### config.mk
export PLATFORM = sky130hd
export DESIGN_NAME = mem_arbiter
export DESIGN_NICKNAME = d
export VERILOG_FILES = /design/src/rtl/mem_arbiter.sv
export SDC_FILE = /design/constraint.sdc
export NUM_CORES = 1
export LEC_CHECK = 0
export ABC_AREA = 0
export BUFFER_PORTS_ARGS = -buffer_cell sky130_fd_sc_hd__buf_4
export CAP_MARGIN = 20
export CORE_MARGIN = 1
export CORE_UTILIZATION = 36
export DETAILED_ROUTE_END_ITERATION = 7
export PLACE_DENSITY = 0.74
export SYNTH_ARGS = -nofsm -noshare
export SYNTH_HDL_FRONTEND = slang
export SYNTH_SLANG_ARGS = --single-unit
### constraint.sdc
create_clock -name clk -period 1 [get_ports clk]
set_input_delay 0 -clock clk [delete_from_list [all_inputs] [get_ports clk]]
set_output_delay 0 -clock clk [all_outputs]
set_load 0.01 [all_outputs]
### src/rtl/mem_arbiter.sv
// Round-robin arbiter that lets a fetch port and a data port share one single-port synchronous RAM.
// Writes finish in their grant cycle. Reads spend one wait cycle, then return data with an rvalid pulse.
module mem_arbiter #(
  parameter int ADDR_W = 4,
  parameter int DATA_W = 8
) (
  input  logic              clk,
  input  logic              areset,
  input  logic              if_req,
  input  logic [ADDR_W-1:0] if_addr,
  output logic              if_gnt,
  output logic              if_rvalid,
  output logic [DATA_W-1:0] if_rdata,
  input  logic              d_req,
  input  logic              d_we,
  input  logic [ADDR_W-1:0] d_addr,
  input  logic [DATA_W-1:0] d_wdata,
  output logic              d_gnt,
  output logic              d_rvalid,
  output logic [DATA_W-1:0] d_rdata,
  output logic              ram_en,
  output logic              ram_we,
  output logic [ADDR_W-1:0] ram_addr,
  output logic [DATA_W-1:0] ram_din,
  input  logic [DATA_W-1:0] ram_dout,
  output logic              busy
);

  typedef enum logic {IDLE = 1'b0, RD_WAIT = 1'b1} state_t;

  localparam logic PORT_IF = 1'b0;
  localparam logic PORT_D  = 1'b1;

  state_t            r_state;
  state_t            w_state_next;
  logic              r_last_grant;
  logic              r_rd_port;
  logic              r_if_rvalid;
  logic              r_d_rvalid;
  logic [DATA_W-1:0] r_if_rdata;
  logic [DATA_W-1:0] r_d_rdata;

  logic              w_if_gnt;
  logic              w_d_gnt;
  logic              w_rd_grant;

  // Grants are gated by areset so that no grant can reach the RAM while reset is held.
  always_comb begin
    w_if_gnt = 1'b0;
    w_d_gnt  = 1'b0;
    if (areset && (r_state == IDLE)) begin
      if (if_req && d_req) begin
        w_if_gnt = (r_last_grant == PORT_D);
        w_d_gnt  = (r_last_grant == PORT_IF);
      end else begin
        w_if_gnt = if_req;
        w_d_gnt  = d_req;
      end
    end
  end

  always_comb begin
    w_state_next = r_state;
    w_rd_grant   = 1'b0;
    ram_en       = 1'b0;
    ram_we       = 1'b0;
    ram_addr     = '0;
    ram_din      = '0;
    case (r_state)
      IDLE: begin
        if (w_if_gnt) begin
          ram_en       = 1'b1;
          ram_addr     = if_addr;
          w_rd_grant   = 1'b1;
          w_state_next = RD_WAIT;
        end else if (w_d_gnt) begin
          ram_en   = 1'b1;
          ram_addr = d_addr;
          if (d_we) begin
            ram_we  = 1'b1;
            ram_din = d_wdata;
          end else begin
            w_rd_grant   = 1'b1;
            w_state_next = RD_WAIT;
          end
        end
      end
      RD_WAIT: w_state_next = IDLE;
      default: w_state_next = IDLE;
    endcase
  end

  always_ff @(posedge clk or negedge areset) begin
    if (!areset) begin
      r_state      <= IDLE;
      r_last_grant <= PORT_IF;
      r_rd_port    <= PORT_IF;
    end else begin
      r_state <= w_state_next;
      if (w_if_gnt) begin
        r_last_grant <= PORT_IF;
      end else if (w_d_gnt) begin
        r_last_grant <= PORT_D;
      end
      if (w_rd_grant) begin
        r_rd_port <= w_d_gnt ? PORT_D : PORT_IF;
      end
    end
  end

  // ram_dout is valid during RD_WAIT. It is captured into the port that issued the read.
  always_ff @(posedge clk or negedge areset) begin
    if (!areset) begin
      r_if_rvalid <= 1'b0;
      r_d_rvalid  <= 1'b0;
      r_if_rdata  <= '0;
      r_d_rdata   <= '0;
    end else begin
      r_if_rvalid <= (r_state == RD_WAIT) && (r_rd_port == PORT_IF);
      r_d_rvalid  <= (r_state == RD_WAIT) && (r_rd_port == PORT_D);
      if (r_state == RD_WAIT) begin
        if (r_rd_port == PORT_IF) begin
          r_if_rdata <= ram_dout;
        end else begin
          r_d_rdata <= ram_dout;
        end
      end
    end
  end

  assign if_gnt    = w_if_gnt;
  assign d_gnt     = w_d_gnt;
  assign if_rvalid = r_if_rvalid;
  assign d_rvalid  = r_d_rvalid;
  assign if_rdata  = r_if_rdata;
  assign d_rdata   = r_d_rdata;
  assign busy      = (r_state != IDLE);

endmodule

==> key figures <==
Logic synthesis
  • Post-synthesis sequential area ratio: 0.553
  • Syn. warnings: 0
  • Synthesized netlist cell count: 71
  • Area of the mapped netlist: 950 um2
  • #FFs+latches synth: 21
  • Synth cell types: 21
  • Post-Syn Nets: 100
  • Synthesized area per cell: 13.4 um2

Worst hold path
  • HP Start: d_we
  • Worst Hold Class: primary input to flop

STA
  • RSZ-0062 raised after global routing: true
  • Max frequency: roughly 670 MHz
  • Worst rel slew slack: 0.808
  • Tcrit/Tclk final: 1.48
  • Fin. Hold Viols: 0
  • Slew @ Worst Pin: 288 ps
  • Setup-failing EPs final: 37
  • Worst setup margin: -484 ps
  • Tmin final: roughly 1500 ps
  • Clock skew: roughly 11 ps
  • WHS: 50.8 ps
  • Max Slew Vio Count: 0

Cells and area
  • Reg area: between 500 and 600 um2
  • Diode count: 0
  • Area Overhead vs Synth: 98.3%
  • Commonest non-fill, non-tap cell in the layout: buf_4
  • Most frequent cells in the layout: buf_4 (63), dfrtp_1 (20), buf_6 (14)
  • Area of the multi-input gates: around 500 um2
  • Final Instance Area: about 1900 um2
  • Nets: 192
  • Layout cells sized above 1: 0.722
  • Fillers: between 150 and 200

Placed design
  • DP Wirelength: between 1500 and 2000 um
  • IO Port Bufs: 63
  • Routability Congestion: 0.684
  • Placed cell area: about 1600 um2

Die
  • Site Rows: 18
  • Die Wd: between 50 and 60 um
  • Initial core utilization: 0.383
  • Die Ht: between 50 and 60 um
  • Core box area: around 2500 um2
  • # IOs: 64
  • DIE AREA: 2850 um2

Pwr
  • Maximum VDD drop: between 0.0015 and 0.002 V
  • Cell leakage power: around 0.96 nW
  • Power per cell area: between 1500 and 2000 nW/um2

Worst setup path
  • Crit-path max FO: 5
  • Worst Setup Start Kind: flop
  • Critical path required time: 1000 ps
  • Worst r2r path cells: 5
  • R2R setup slack: -300 ps
  • WS Path Type: flop to output pin
  • Worst setup path start: busy$_DFF_PN0_
  • CP arrival: about 1500 ps
  • End point of the critical path: ram_addr[0]
  • Critical R2R Capture: d_rdata[0]$_DFFE_PN0P_
  • Worst Setup End Kind: output pin
  • Critical R2R Launch: busy$_DFF_PN0_

Clocking
  • CTS tree: yes
  • Clk sink count: 21
  • Clock Latency Late Sink: between 300 and 400 ps
  • Clk slew on worst S/H paths: between 100 and 150 ps
  • TritonCTS Buffers: 3
  • Buffer levels on the longest clock path: 2
  • H-tree depth: 1
  • CTS root buf: clkbuf_4

GRT
  • Vias in the first global route: roughly 920
  • Total track usage: 0.203
  • Initial antenna violation count: 0
  • Total grt overflow: 0
  • Pin count of the biggest net entering global routing: 22
  • Global-route wire length before repair: roughly 4000 um

Detailed routing
  • M1 WL: 987 um
  • Routed wl met2: roughly 1400 um
  • Final ANT Viol Nets: 0
  • Vias per inst: 4.78
  • Met3 Wirelength: approximately 320 um
  • Via count: 917
  • Initial drt markers: 2
  • Post-Route WL: roughly 2700 um
  • Uppermost layer routed: met4
  • Pre-Repair DR Iteration Count: 4
  • DR WL/cell: 14.2 um
  • DRC: 0

Status
  • Status: finished, violations left
  • Violated checks: setup timing

Flow run
  • Max cap viols: 0
power breakdown:
part	total [mW]	switching (mW)	internal [mW]
registers	1.37	0.201	1.17
logic	1.59	0.590	1.00
clock network	0.407	0.258	0.149
total	3.37	1.05	2.32
Yosys cell counts (all sizes together):
cell type	instances	area share
a211oi	1	0.021
a21oi	4	0.033
a22o	4	0.037
and2	1	0.0066
and3	8	0.053
buf	2	0.017
clkbuf	1	0.0039
dfrtp	21	0.55
inv	4	0.016
mux2	16	0.19
nand2	1	0.0039
nand2b	1	0.014
nand3b	1	0.012
nor2	1	0.0039
nor2b	1	0.0066
nor3	1	0.0053
o21ai	1	0.0053
o21ba	1	0.011
or2b	1	0.0079
logic make-up (layout without fill, tap and decap cells):
logic type / after synthesis / count (layout) / synth area share
muxes: 16 / 16 / 0.190
buffers and inverters: 7 / 97 / 0.0369
DFF: 21 / 21 / 0.553
and+or+nand+nor: 16 / 17 / 0.113
AOI/OAI and AO/OA: 11 / 11 / 0.107
per-layer routing:
layer / global-route usage / vias up
met2: 0.390 / 54
li1: - / 431
met4: 0.0658 / 0
met3: 0.0517 / 2
met1: 0.207 / 430
met5: 0 / -
area by class of cell:
class / instances / area share
multi-input cells: 44 / 0.271
well taps: 30 / 0.0199
repair buffers: 89 / 0.407
inverters: 4 / 0.00797
clock buffers: 3 / 0.0120
clock inverters: 1 / 0.00266
flip-flops and latches: 21 / 0.280
stage by stage:
stage | cells | worst slack (ps) | TNS [ps] | utilization | power (mW)
6_report | 192 | -484 | -11580 | 0.760 | 3.37
5_1_grt | 192 | -554 | -13450 | 0.760 | 3.56
4_1_cts | 189 | -492 | -10740 | 0.737 | 3.34
3_5_place_dp | 169 | -238 | -6120 | 0.632 | 2.78
3_3_place_gp | 169 | -176 | -4410 | 0.632 | 2.74
2_1_floorplan | 71 | -154 | -2410 | - | 2.02
worst max-delay path, cell delays in order (launching register included):
cell	delay [ps]
dfrtp_2	440
nand2b_4	170
a211oi_4	250
a22o_1	210
buf_4	120
flip-flops by register name, summed over array words and instances, names as in the netlist:
name          count
if_rvalid         1
d_rdata           8
r_rd_port         1
r_last_grant      1
busy              1
d_rvalid          1
if_rdata          8
worst min-delay path by stage:
stage                     cells after the start                        to  slack, ps
after floorplan                               0            busy$_DFF_PN0_       -300
after global placement                        2    d_rdata[6]$_DFFE_PN0P_         40
after detailed placement                      2  r_last_grant$_DFFE_PN0P_         50
after CTS                                     3            busy$_DFF_PN0_         40
after global routing                          3            busy$_DFF_PN0_         60
final                                         3            busy$_DFF_PN0_         50
repair_timing:
item	4_1_cts	5_1_grt
hold endpoints to repair	38	0
endpoints found under the setup margin	34	36
gates resized for setup	20	10
pin swaps	3	2
hold buffers	10	0
setup buffers	4	6
gates cloned	2	0
Note: power is estimated with default switching activity, not from simulation.
